==> config.mk <==
export PLATFORM = sky130hd
export DESIGN_NAME = float_to_twos
export DESIGN_NICKNAME = d
export VERILOG_FILES = /design/src/rtl/float_to_twos.sv
export SDC_FILE = /design/constraint.sdc
export NUM_CORES = 1
export LEC_CHECK = 0
export ABC_AREA = 0
export CAP_MARGIN = 20
export CORE_MARGIN = 2
export CORE_UTILIZATION = 45
export DETAILED_ROUTE_END_ITERATION = 8
export PLACE_DENSITY = 0.76
export REMOVE_ABC_BUFFERS = 1
export SLEW_MARGIN = 20
export SYNTH_ARGS = -nofsm -noshare
export SYNTH_HDL_FRONTEND = slang
export SYNTH_SLANG_ARGS = --single-unit
==> constraint.sdc <==
create_clock -name clk -period 3.63 [get_ports clk]
set_clock_uncertainty 0.15 [all_clocks]
set_input_delay 0.726 -clock clk [delete_from_list [all_inputs] [get_ports clk]]
set_output_delay 0.726 -clock clk [all_outputs]
set_load 0.005 [all_outputs]
==> src/rtl/float_to_twos.sv <==
// float_to_twos: expands {sign, exp, frac} into an OUT_W-bit two's-complement
// integer by shifting the significand left one bit per cycle, then applying
// the sign. Valid/ready handshake on both sides; one conversion in flight.
module float_to_twos #(
  parameter int EXP_W  = 3,
  parameter int FRAC_W = 4,
  // must hold FRAC_W + 2**EXP_W bits so the worst-case shift cannot overflow
  parameter int OUT_W  = 12
) (
  input  logic              clk,
  input  logic              rst_n,
  input  logic              in_valid,
  output logic              in_ready,
  input  logic              in_sign,
  input  logic [EXP_W-1:0]  in_exp,
  input  logic [FRAC_W-1:0] in_frac,
  output logic              out_valid,
  input  logic              out_ready,
  output logic [OUT_W-1:0]  out_data,
  output logic              busy
);

  typedef enum logic [1:0] {IDLE, SHIFT, OUT} state_t;

  // working copy of the conversion in flight
  typedef struct packed {
    logic             sgn;
    logic [EXP_W-1:0] cnt;
    logic [OUT_W-1:0] mag;
  } conv_t;

  localparam logic [EXP_W-1:0] CNT_ONE = {{(EXP_W-1){1'b0}}, 1'b1};
  localparam logic [OUT_W-1:0] MAG_ONE = {{(OUT_W-1){1'b0}}, 1'b1};

  state_t state, state_nxt;
  conv_t  cv;

  // status outputs are pure state decodes, so reset clears them immediately
  assign in_ready  = (state == IDLE);
  assign out_valid = (state == OUT);
  assign busy      = (state != IDLE);

  // state register
  always_ff @(posedge clk or negedge rst_n) begin
    if (!rst_n) state <= IDLE;
    else        state <= state_nxt;
  end

  // next-state: accept in IDLE, shift until cnt hits 0, wait for consumer in OUT
  always_comb begin
    state_nxt = state;
    unique case (state)
      IDLE:    if (in_valid)        state_nxt = SHIFT;
      SHIFT:   if (cv.cnt == '0)    state_nxt = OUT;
      OUT:     if (out_ready)       state_nxt = IDLE;
      default:                      state_nxt = IDLE;
    endcase
  end

  // datapath: latch on accept, shift per cycle, sign-apply on the final edge
  always_ff @(posedge clk or negedge rst_n) begin
    if (!rst_n) begin
      cv       <= '0;
      out_data <= '0;
    end else begin
      unique case (state)
        IDLE: if (in_valid) begin
          cv.sgn <= in_sign;
          cv.cnt <= in_exp;
          cv.mag <= {{(OUT_W-FRAC_W){1'b0}}, in_frac};
        end
        SHIFT: if (cv.cnt != '0) begin
          cv.mag <= cv.mag << 1;
          cv.cnt <= cv.cnt - CNT_ONE;
        end else begin
          // ~0+1 wraps to 0, so a negative zero comes out as plain zero
          out_data <= cv.sgn ? (~cv.mag + MAG_ONE) : cv.mag;
        end
        default: ;
      endcase
    end
  end

endmodule

==> results.sh, run 1 <==
export IMPL_power_mw=1.65
export IMPL_antenna_left=0
export IMPL_core_area_um2=3080
export IMPL_num_vias=1154
export IMPL_power_density_nw_per_um2=905
export IMPL_clock_latency_ns=0.33
export IMPL_cts_sinks=30
export IMPL_combPwrFrac_pct=49.1
export IMPL_drive_gt1_share_pct=7.57
export IMPL_grt_pass1_wl_um=4750
export IMPL_path_cells="nor2_1 > clkdlybuf4s50_1"
export IMPL_clock_power_share_pct=13.0
export IMPL_placed_cells=221
export IMPL_htreeDepth=2
export IMPL_gp_congestion=0.760
export IMPL_drt_initial_drc_count=53
export IMPL_numCtsBuffers=5
export IMPL_postCtsSetupBuffers=0
export IMPL_p_sw_share_pct=42.1
export IMPL_cap_violations=0
export IMPL_grt_pass1_vias=1064
export IMPL_min_period_ns=2.41
export IMPL_m1WireLength_um=1270
export IMPL_worstPathRequired_ns=2.75
export IMPL_first_pass_iters=4
export IMPL_cts_root_buffer="clkbuf_4"
export IMPL_layout_common_cells="nand2_1 (38), dfrtp_1 (30), clkdlybuf4s50_1 (26)"
export IMPL_ys_ff_latch=30
export IMPL_dr_wl_met3_um=133
export IMPL_dp_hpwl_um=1990
export IMPL_timing_fmax_mhz=415
export IMPL_hold_slack_ns=0.333
export IMPL_start_kind="register"
export IMPL_yosysUniqueCellTypes=28
export IMPL_report_final_setup_viol=0
export IMPL_crit_buf_inv=1
export IMPL_slowest_stage="clkdlybuf4s50_1"
export IMPL_cts_tree="built"
export IMPL_max_slew_margin_pct=43.1
export IMPL_die_h_um=60.9
export IMPL_remaining_drc_errors=0
export IMPL_hold_path_class="reg -> reg"
export IMPL_fin_crit_sh_pct=66.4
export IMPL_start_util_pct=47.4
export IMPL_grt_usage_pct=18.0
export IMPL_hold_buffers=0
export IMPL_fp_dieW_um=60.9
export IMPL_setup_worst_path_class="reg -> out"
export IMPL_die_area_um2=3710
export IMPL_p_sw_uw=693
export IMPL_wl_um=2730
export IMPL_critPathCaptureType="output port"
export IMPL_std_cell_rows=20
export IMPL_p_int_uw=952
export IMPL_worstPathArrival_ns=1.53
export IMPL_sequentialPowerShare_pct=37.9
export IMPL_ir_worst_vdd_uv=561
export IMPL_outcome="completed"
export IMPL_final_common_cell="nand2_1"
export IMPL_avgSynthCellArea_um2=9.29
export IMPL_finalHoldViolCount=0
export IMPL_io_buffer_count=26
export IMPL_layout_nets=199
export IMPL_yosysWarnings=0
export IMPL_p_leak_nw=0.811
export IMPL_wl_per_cell_um=11.9
export IMPL_area_growth_pct=24.7
export IMPL_clk_path_buf_depth=2
export IMPL_crit_path_max_fanout=6
export IMPL_antenna_found_initial=0
export IMPL_fin_setup_tns_ns=0
export IMPL_slew_violations=0
export IMPL_tightest_slew_ns=0.851
export IMPL_synthCells=157
export IMPL_crit_family="buffers and inverters"
export IMPL_reg2reg_slack_ns=1.23
export IMPL_overflow=0
export IMPL_cp_slowest_stage_delay_ns=0.54
export IMPL_clkTransAtPathRegs_ns=0.10
export IMPL_synth_area_um2=1460
export IMPL_grt_max_degree=31
export IMPL_ctsResizeCount=0
export IMPL_met2WireLength_um=1290
export IMPL_rsz0062_at_grt="no"
export IMPL_seq_area_frac_synth_pct=51.5
export IMPL_num_io_pins=27
export IMPL_vias_per_cell=5.04
export IMPL_n_antenna_cell=0
export IMPL_layout_cells_non_filler=229
export IMPL_highest_layer="met4"
-- per-layer routing --
metal / vias up / global-route usage (%)
met5: - / 0
li1: 585 / -
met3: 4 / 6.40
met2: 34 / 27.6
met1: 531 / 23.1
met4: 0 / 7.45
-- logic make-up (layout without fill, tap and decap cells) --
group                      Yosys count  in the layout  share of synthesized area (%)
xor gates and xnor gates            10             10                           6.00
buffers and inverters               14             42                           3.60
muxes                                2              2                           1.46
adders and majority gates            3              3                           2.57
AOI/OAI and AO/OA                   39             39                           17.2
DFF                                 30             30                           51.5
and+or+nand+nor                     59             59                           17.8
-- registers in the layout, summed over array words and instances, names as in the netlist --
register	flops
out_data	12
state	2
cv	16
-- worst register-to-register path: cells and delay by family (launching register included) --
family           cells  cell delay (ns)
flip-flops           1             0.43
AO/OA/AOI/OAI        1             0.11
AND/OR/NAND/NOR      3             1.57
-- synth_stat cells, drive strengths merged --
master  count  area, um^2
nand2      38         143
dfrtp      30         751
o21ai      26         130
xor2        9        78.8
clkbuf      7        26.3
nor2        7        26.3
inv         6        22.5
nand3       4        20.0
a31oi       3        18.8
ha          3        37.5
nand2b      3        18.8
nor2b       3        18.8
o31ai       3        22.5
o41ai       3        52.6
a21oi       2        10.0
or3         2        13.8
a211o       1        8.76
a211oi      1        7.51
clkinv      1        3.75
mux2        1        11.3
mux2i       1        10.0
nor3b       1        7.51
or4         1        11.3
xnor2       1        8.76
-- per-stage QoR --
step | instance area, um^2 | setup slack [ns] | util, %
6_report | 1820 | 1.22 | 59.1
5_1_grt | 1820 | 0.912 | 59.1
4_1_cts | 1820 | 1.20 | 59.1
3_5_place_dp | 1760 | 0.945 | 57.0
3_3_place_gp | 1760 | 1.04 | 57.0
2_1_floorplan | 1430 | 1.69 | -
-- final cells by class --
type / count / area, um^2
clock buffers: 6 / 51.3
clock inverters: 2 / 12.5
fillers: 282 / 1260
inverters: 7 / 26.3
multi-input cells: 113 / 656
flip-flops and latches: 30 / 751
well taps: 44 / 55.1
repair buffers: 27 / 268
-- power groups by stage --
stage                     Clock, mW  Sequential, mW  Combinational (mW)
final                         0.213           0.624               0.809
after detailed placement          0           0.630               0.815
after floorplan                   0           0.605               0.535
after global placement            0           0.622               0.781
after CTS                     0.219           0.623               0.818
after global routing          0.232           0.649               0.935
-- worst paths after layout --
check / endpoint / start / cells past startpoint
setup / recovery: in_ready / state[0] / 2
hold / removal: out_data[7] / out_data[7] / 2
setup reg to reg: out_data[1] / state[0] / 4
hold reg to reg: out_data[7] / out_data[7] / 2
max in group asynchronous: cv[9] / rst_n / 2
min in group asynchronous: cv[7] / rst_n / 2
No activity file was read; power rests on OpenSTA's default activity.
==> inputs of run 2 (changes only) <==
- PLACE_DENSITY: 0.76 -> 0.79
- clock period: 3.63 -> 2.2 ns (I/O delays scaled with it)
==> run 2 against run 1 <==
Net effect: combinational power increased by 69%; critical path type unchanged; largest cell class unchanged; worst hold slack got worse by 0.0034 ns; largest power group unchanged; utilization grew 2.0 points.
==> results.sh, run 2 (synthesis gave the netlist of run 1 again) <==
export IMPL_outcome="completed"
export IMPL_die_h_um=60.9
export IMPL_cap_violations=0
export IMPL_hold_path_class="in -> async"
export IMPL_preCtsSetupSlack_ns=0.234
export IMPL_crit_buf_inv=1
export IMPL_worstPathArrival_ns=1.52
export IMPL_tightest_slew_ns=0.680
export IMPL_setup_worst_path_class="reg -> out"
export IMPL_cts_tree="built"
export IMPL_fin_util_pct=61.1
export IMPL_cp_slowest_stage_delay_ns=0.54
export IMPL_min_period_ns=2.11
export IMPL_reg2reg_slack_ns=0.27
export IMPL_clkTransAtPathRegs_ns=0.10
export IMPL_postCtsSetupBuffers=0
export IMPL_crit_path_max_fanout=6
export IMPL_grt_pass1_wl_um=4380
export IMPL_slowest_stage="clkdlybuf4s50_1"
export IMPL_critPathCaptureType="output port"
export IMPL_cts_root_buffer="clkbuf_4"
export IMPL_ir_worst_vdd_uv=815
export IMPL_remaining_drc_errors=0
export IMPL_final_common_cell="nand2_1"
export IMPL_layout_nets=201
export IMPL_overflow=0
export IMPL_finalHoldViolCount=0
export IMPL_path_cells="nor2_1 > clkdlybuf4s50_1"
export IMPL_first_pass_iters=4
export IMPL_drive_gt1_share_pct=8.56
export IMPL_num_io_pins=27
export IMPL_grt_pass1_vias=996
export IMPL_antenna_found_initial=0
export IMPL_cts_sinks=30
export IMPL_crit_family="buffers and inverters"
export IMPL_largestRegisters="cv: 16 flops, out_data: 12 flops, state: 2 flops"
export IMPL_die_area_um2=3710
export IMPL_cp_depth=2
export IMPL_dp_hpwl_um=1950
export IMPL_ctsResizeCount=0
export IMPL_clock_latency_ns=0.34
export IMPL_slew_violations=0
export IMPL_fp_dieW_um=60.9
export IMPL_max_slew_margin_pct=54.6
export IMPL_hold_buffers=0
export IMPL_crit_path_end="in_ready"
export IMPL_startpoint="state[0]"
export IMPL_worst_slack_ns=0.0900
export IMPL_htreeDepth=2
export IMPL_gp_congestion=0.822
export IMPL_drt_initial_drc_count=15
export IMPL_start_kind="register"
export IMPL_p_leak_nw=0.845
export IMPL_grt_usage_pct=16.1
export IMPL_timing_fmax_mhz=474
export IMPL_rsz0062_at_grt="no"
export IMPL_r2r_start="cv[5]"
export IMPL_power_density_nw_per_um2=1580
export IMPL_wl_um=2620
export IMPL_io_buffer_count=26
export IMPL_regMostFlops="cv"
export IMPL_placed_cells=223
export IMPL_report_final_setup_viol=0
export IMPL_vias_per_cell=5.02
export IMPL_start_util_pct=47.4
export IMPL_largest_reg_flops=16
export IMPL_worstPathRequired_ns=1.61
export IMPL_n_antenna_cell=0
export IMPL_clk_path_buf_depth=2
export IMPL_num_vias=1159
export IMPL_layout_common_cells="nand2_1 (38), dfrtp_1 (30), clkdlybuf4s50_1 (26)"
export IMPL_r2r_end="out_data[11]"
export IMPL_numCtsBuffers=5
export IMPL_area_growth_pct=29.0
export IMPL_fin_setup_tns_ns=0
export IMPL_fin_crit_sh_pct=95.9
export IMPL_std_cell_rows=20
export IMPL_antenna_left=0
export IMPL_power_mw=2.98
export IMPL_r2r_cells=4
export IMPL_wl_per_cell_um=11.3
export IMPL_grt_max_degree=31
export IMPL_layout_cells_non_filler=231
export IMPL_core_area_um2=3080
run 2: area by class of cell:
class	count	area (um^2)
well taps	44	55.1
repair buffers	29	283
fillers	258	1200
inverters	7	26.3
flip-flops and latches	30	751
clock inverters	2	60.1
multi-input cells	113	656
clock buffers	6	51.3
run 2: worst min-delay path by stage:
stage | to | depth (start not counted)
CTS | out_data[7] | 2
global route | out_data[7] | 2
finish | out_data[7] | 2
floorplan | cv[0] | 0
detailed placement | out_data[1] | 2
global placement | out_data[2] | 2
run 2: power by group:
| part | total [mW] | internal, mW | switching [mW] |
|---|---|---|---|
| sequential | 1.03 | 0.793 | 0.234 |
| clock | 0.580 | 0.385 | 0.195 |
| combinational | 1.37 | 0.660 | 0.714 |
run 2: through the flow:
stage          area [um^2]  hold WS [ns]
3_5_place_dp          1770         0.321
4_1_cts               1880         0.342
6_report              1880         0.330
3_3_place_gp          1770         0.312
2_1_floorplan         1430      -0.00559
5_1_grt               1880         0.352
run 2: per-layer routing:
metal,vias up,wire (um),global-route usage [%],part of all wire (%)
met5,-,0,0,0
met4,0,22,5.28,0.84
met3,4,133,5.76,5.1
met2,29,1290,27.3,49
met1,541,1170,19.2,45
li1,585,-,-,-
==> inputs of run 3 (changes only) <==
- CORE_ASPECT_RATIO: unset -> 0.7
==> run 3 against run 2 <==
Net effect: routed wire length increased by 15%; total power rose by 0.36%; cell count is 3.0% lower; worst hold slack lost 0.0011 ns; utilization shrank 1.2 points; sequential share of layout area grew 0.13 points; die area is 0.19% higher; largest cell class unchanged.
==> results.sh, run 3 (synthesis gave the netlist of run 1 again) <==
export IMPL_outcome="completed"
export IMPL_cts_tree="built"
export IMPL_final_common_cell="nand2_1"
export IMPL_combPwrFrac_pct=46.5
export IMPL_clock_latency_ns=0.28
export IMPL_start_util_pct=46.7
export IMPL_cap_violations=0
export IMPL_p_sw_mw=1.17
export IMPL_overflow=0
export IMPL_timing_fmax_mhz=483
export IMPL_max_slew_margin_pct=52.3
export IMPL_fp_dieW_um=72.1
export IMPL_regMostFlops="cv"
export IMPL_p_leak_nw=0.844
export IMPL_clkTransAtPathRegs_ns=0.06
export IMPL_first_pass_iters=4
export IMPL_slew_violations=0
export IMPL_layout_common_cells="nand2_1 (38), dfrtp_1 (30), clkdlybuf4s50_1 (26)"
export IMPL_antenna_left=0
export IMPL_holdPathStages=2
export IMPL_report_final_setup_viol=0
export IMPL_r2r_start="cv[6]"
export IMPL_hold_buffers=0
export IMPL_num_vias=1187
export IMPL_clk_path_buf_depth=2
export IMPL_antenna_found_initial=0
export IMPL_reg2reg_slack_ns=0.28
export IMPL_min_period_ns=2.07
export IMPL_n_antenna_cell=0
export IMPL_grt_max_degree=31
export IMPL_grt_pass1_vias=1097
export IMPL_p_sw_share_pct=39.3
export IMPL_cts_sinks=30
export IMPL_finalHoldViolCount=0
export IMPL_die_h_um=51.6
export IMPL_sequentialPowerShare_pct=34.8
export IMPL_layout_nets=201
export IMPL_setup_worst_path_class="reg -> out"
export IMPL_area_growth_pct=28.6
export IMPL_remaining_drc_errors=0
export IMPL_io_buffer_count=26
export IMPL_dp_hpwl_um=2160
export IMPL_crit_path_max_fanout=6
export IMPL_start_kind="register"
export IMPL_r2r_end="out_data[9]"
export IMPL_tightest_slew_ns=0.714
export IMPL_holdPathEnd="out_data[6]"
export IMPL_fin_crit_sh_pct=94.1
export IMPL_core_area_um2=3130
export IMPL_worstPathRequired_ns=1.61
export IMPL_p_int_mw=1.82
export IMPL_cts_root_buffer="clkbuf_8"
export IMPL_num_io_pins=27
export IMPL_drt_initial_drc_count=55
export IMPL_power_density_nw_per_um2=1590
export IMPL_numCtsBuffers=5
export IMPL_clock_power_share_pct=18.7
export IMPL_r2r_cells=4
export IMPL_wl_um=3020
export IMPL_min_delay_start="out_data[6]"
export IMPL_die_area_um2=3720
export IMPL_critPathCaptureType="output port"
export IMPL_power_mw=2.99
export IMPL_postCtsSetupBuffers=0
export IMPL_std_cell_rows=17
export IMPL_rsz0062_at_grt="no"
export IMPL_grt_pass1_wl_um=5070
export IMPL_largest_reg_flops=16
export IMPL_wl_per_cell_um=13.5
export IMPL_drive_gt1_share_pct=8.06
export IMPL_fin_setup_tns_ns=0
export IMPL_ir_worst_vdd_uv=1050
export IMPL_grt_usage_pct=18.6
export IMPL_ctsResizeCount=0
export IMPL_worstPathArrival_ns=1.48
export IMPL_gp_congestion=0.819
export IMPL_vias_per_cell=5.30
export IMPL_htreeDepth=2
export IMPL_fin_util_pct=60.0
export IMPL_largestRegisters="cv: 16 flops, out_data: 12 flops, state: 2 flops"
export IMPL_hold_path_class="reg -> reg"
run 3: cell count changes in the layout (fill, tap and decap cells not counted):
cell / delta
clkbuf_4: -5
clkbuf_8: +5
bufinv_16: -1
run 3: metal layers:
layer  routed length (um)  part of all wire, %  track usage (%)  vias up
li1                     -                    -                -      586
met1                 1350                   45             23.3      545
met2                 1430                   48             29.0       50
met3                  174                  5.8             6.98        6
met4                   53                  1.8             8.18        0
met5                    0                    0                0        -
run 3: how the worst max path moves through the flow:
stage | cells after the start | from | slack, ns | endpoint
6_report | 2 | state[0] | 0.13 | in_ready
2_1_floorplan | 7 | cv[12] | 0.30 | cv[12]
5_1_grt | 2 | state[0] | 0.01 | in_ready
4_1_cts | 2 | state[0] | 0.12 | in_ready
3_3_place_gp | 6 | in_valid | 0.26 | cv[7]
3_5_place_dp | 6 | in_valid | 0.24 | cv[8]
run 3: metrics by stage:
stage          area [um^2]  instances  setup slack (ns)  hold WS, ns
6_report              1880        224             0.129        0.329
5_1_grt               1880        224            0.0124        0.349
2_1_floorplan         1430        150             0.305     -0.00559
4_1_cts               1880        224             0.115        0.335
3_3_place_gp          1760        217             0.261        0.311
3_5_place_dp          1760        217             0.238        0.321
run 3: worst max-delay path, stage by stage, from the launching register on:
cell and delay, ns:
dfrtp_1 0.44, nor2_1 0.23, clkdlybuf4s50_1 0.54
run 3: cell type report:
class / instances / area [um^2]
Fill cell: 262 / 1250
Multi-Input combinational cell: 113 / 656
Clock buffer: 6 / 82.6
Sequential cell: 30 / 751
Clock inverter: 1 / 30.0
Inverter: 7 / 26.3
Tap cell: 38 / 47.5
Timing Repair Buffer: 29 / 283
run 3: power groups by stage:
stage / logic (mW) / clock network, mW / registers, mW
6_report: 1.39 / 0.559 / 1.04
5_1_grt: 1.57 / 0.610 / 1.08
4_1_cts: 1.40 / 0.575 / 1.04
3_5_place_dp: 1.39 / 0 / 1.04
3_3_place_gp: 1.32 / 0 / 1.02
2_1_floorplan: 0.883 / 0 / 0.999
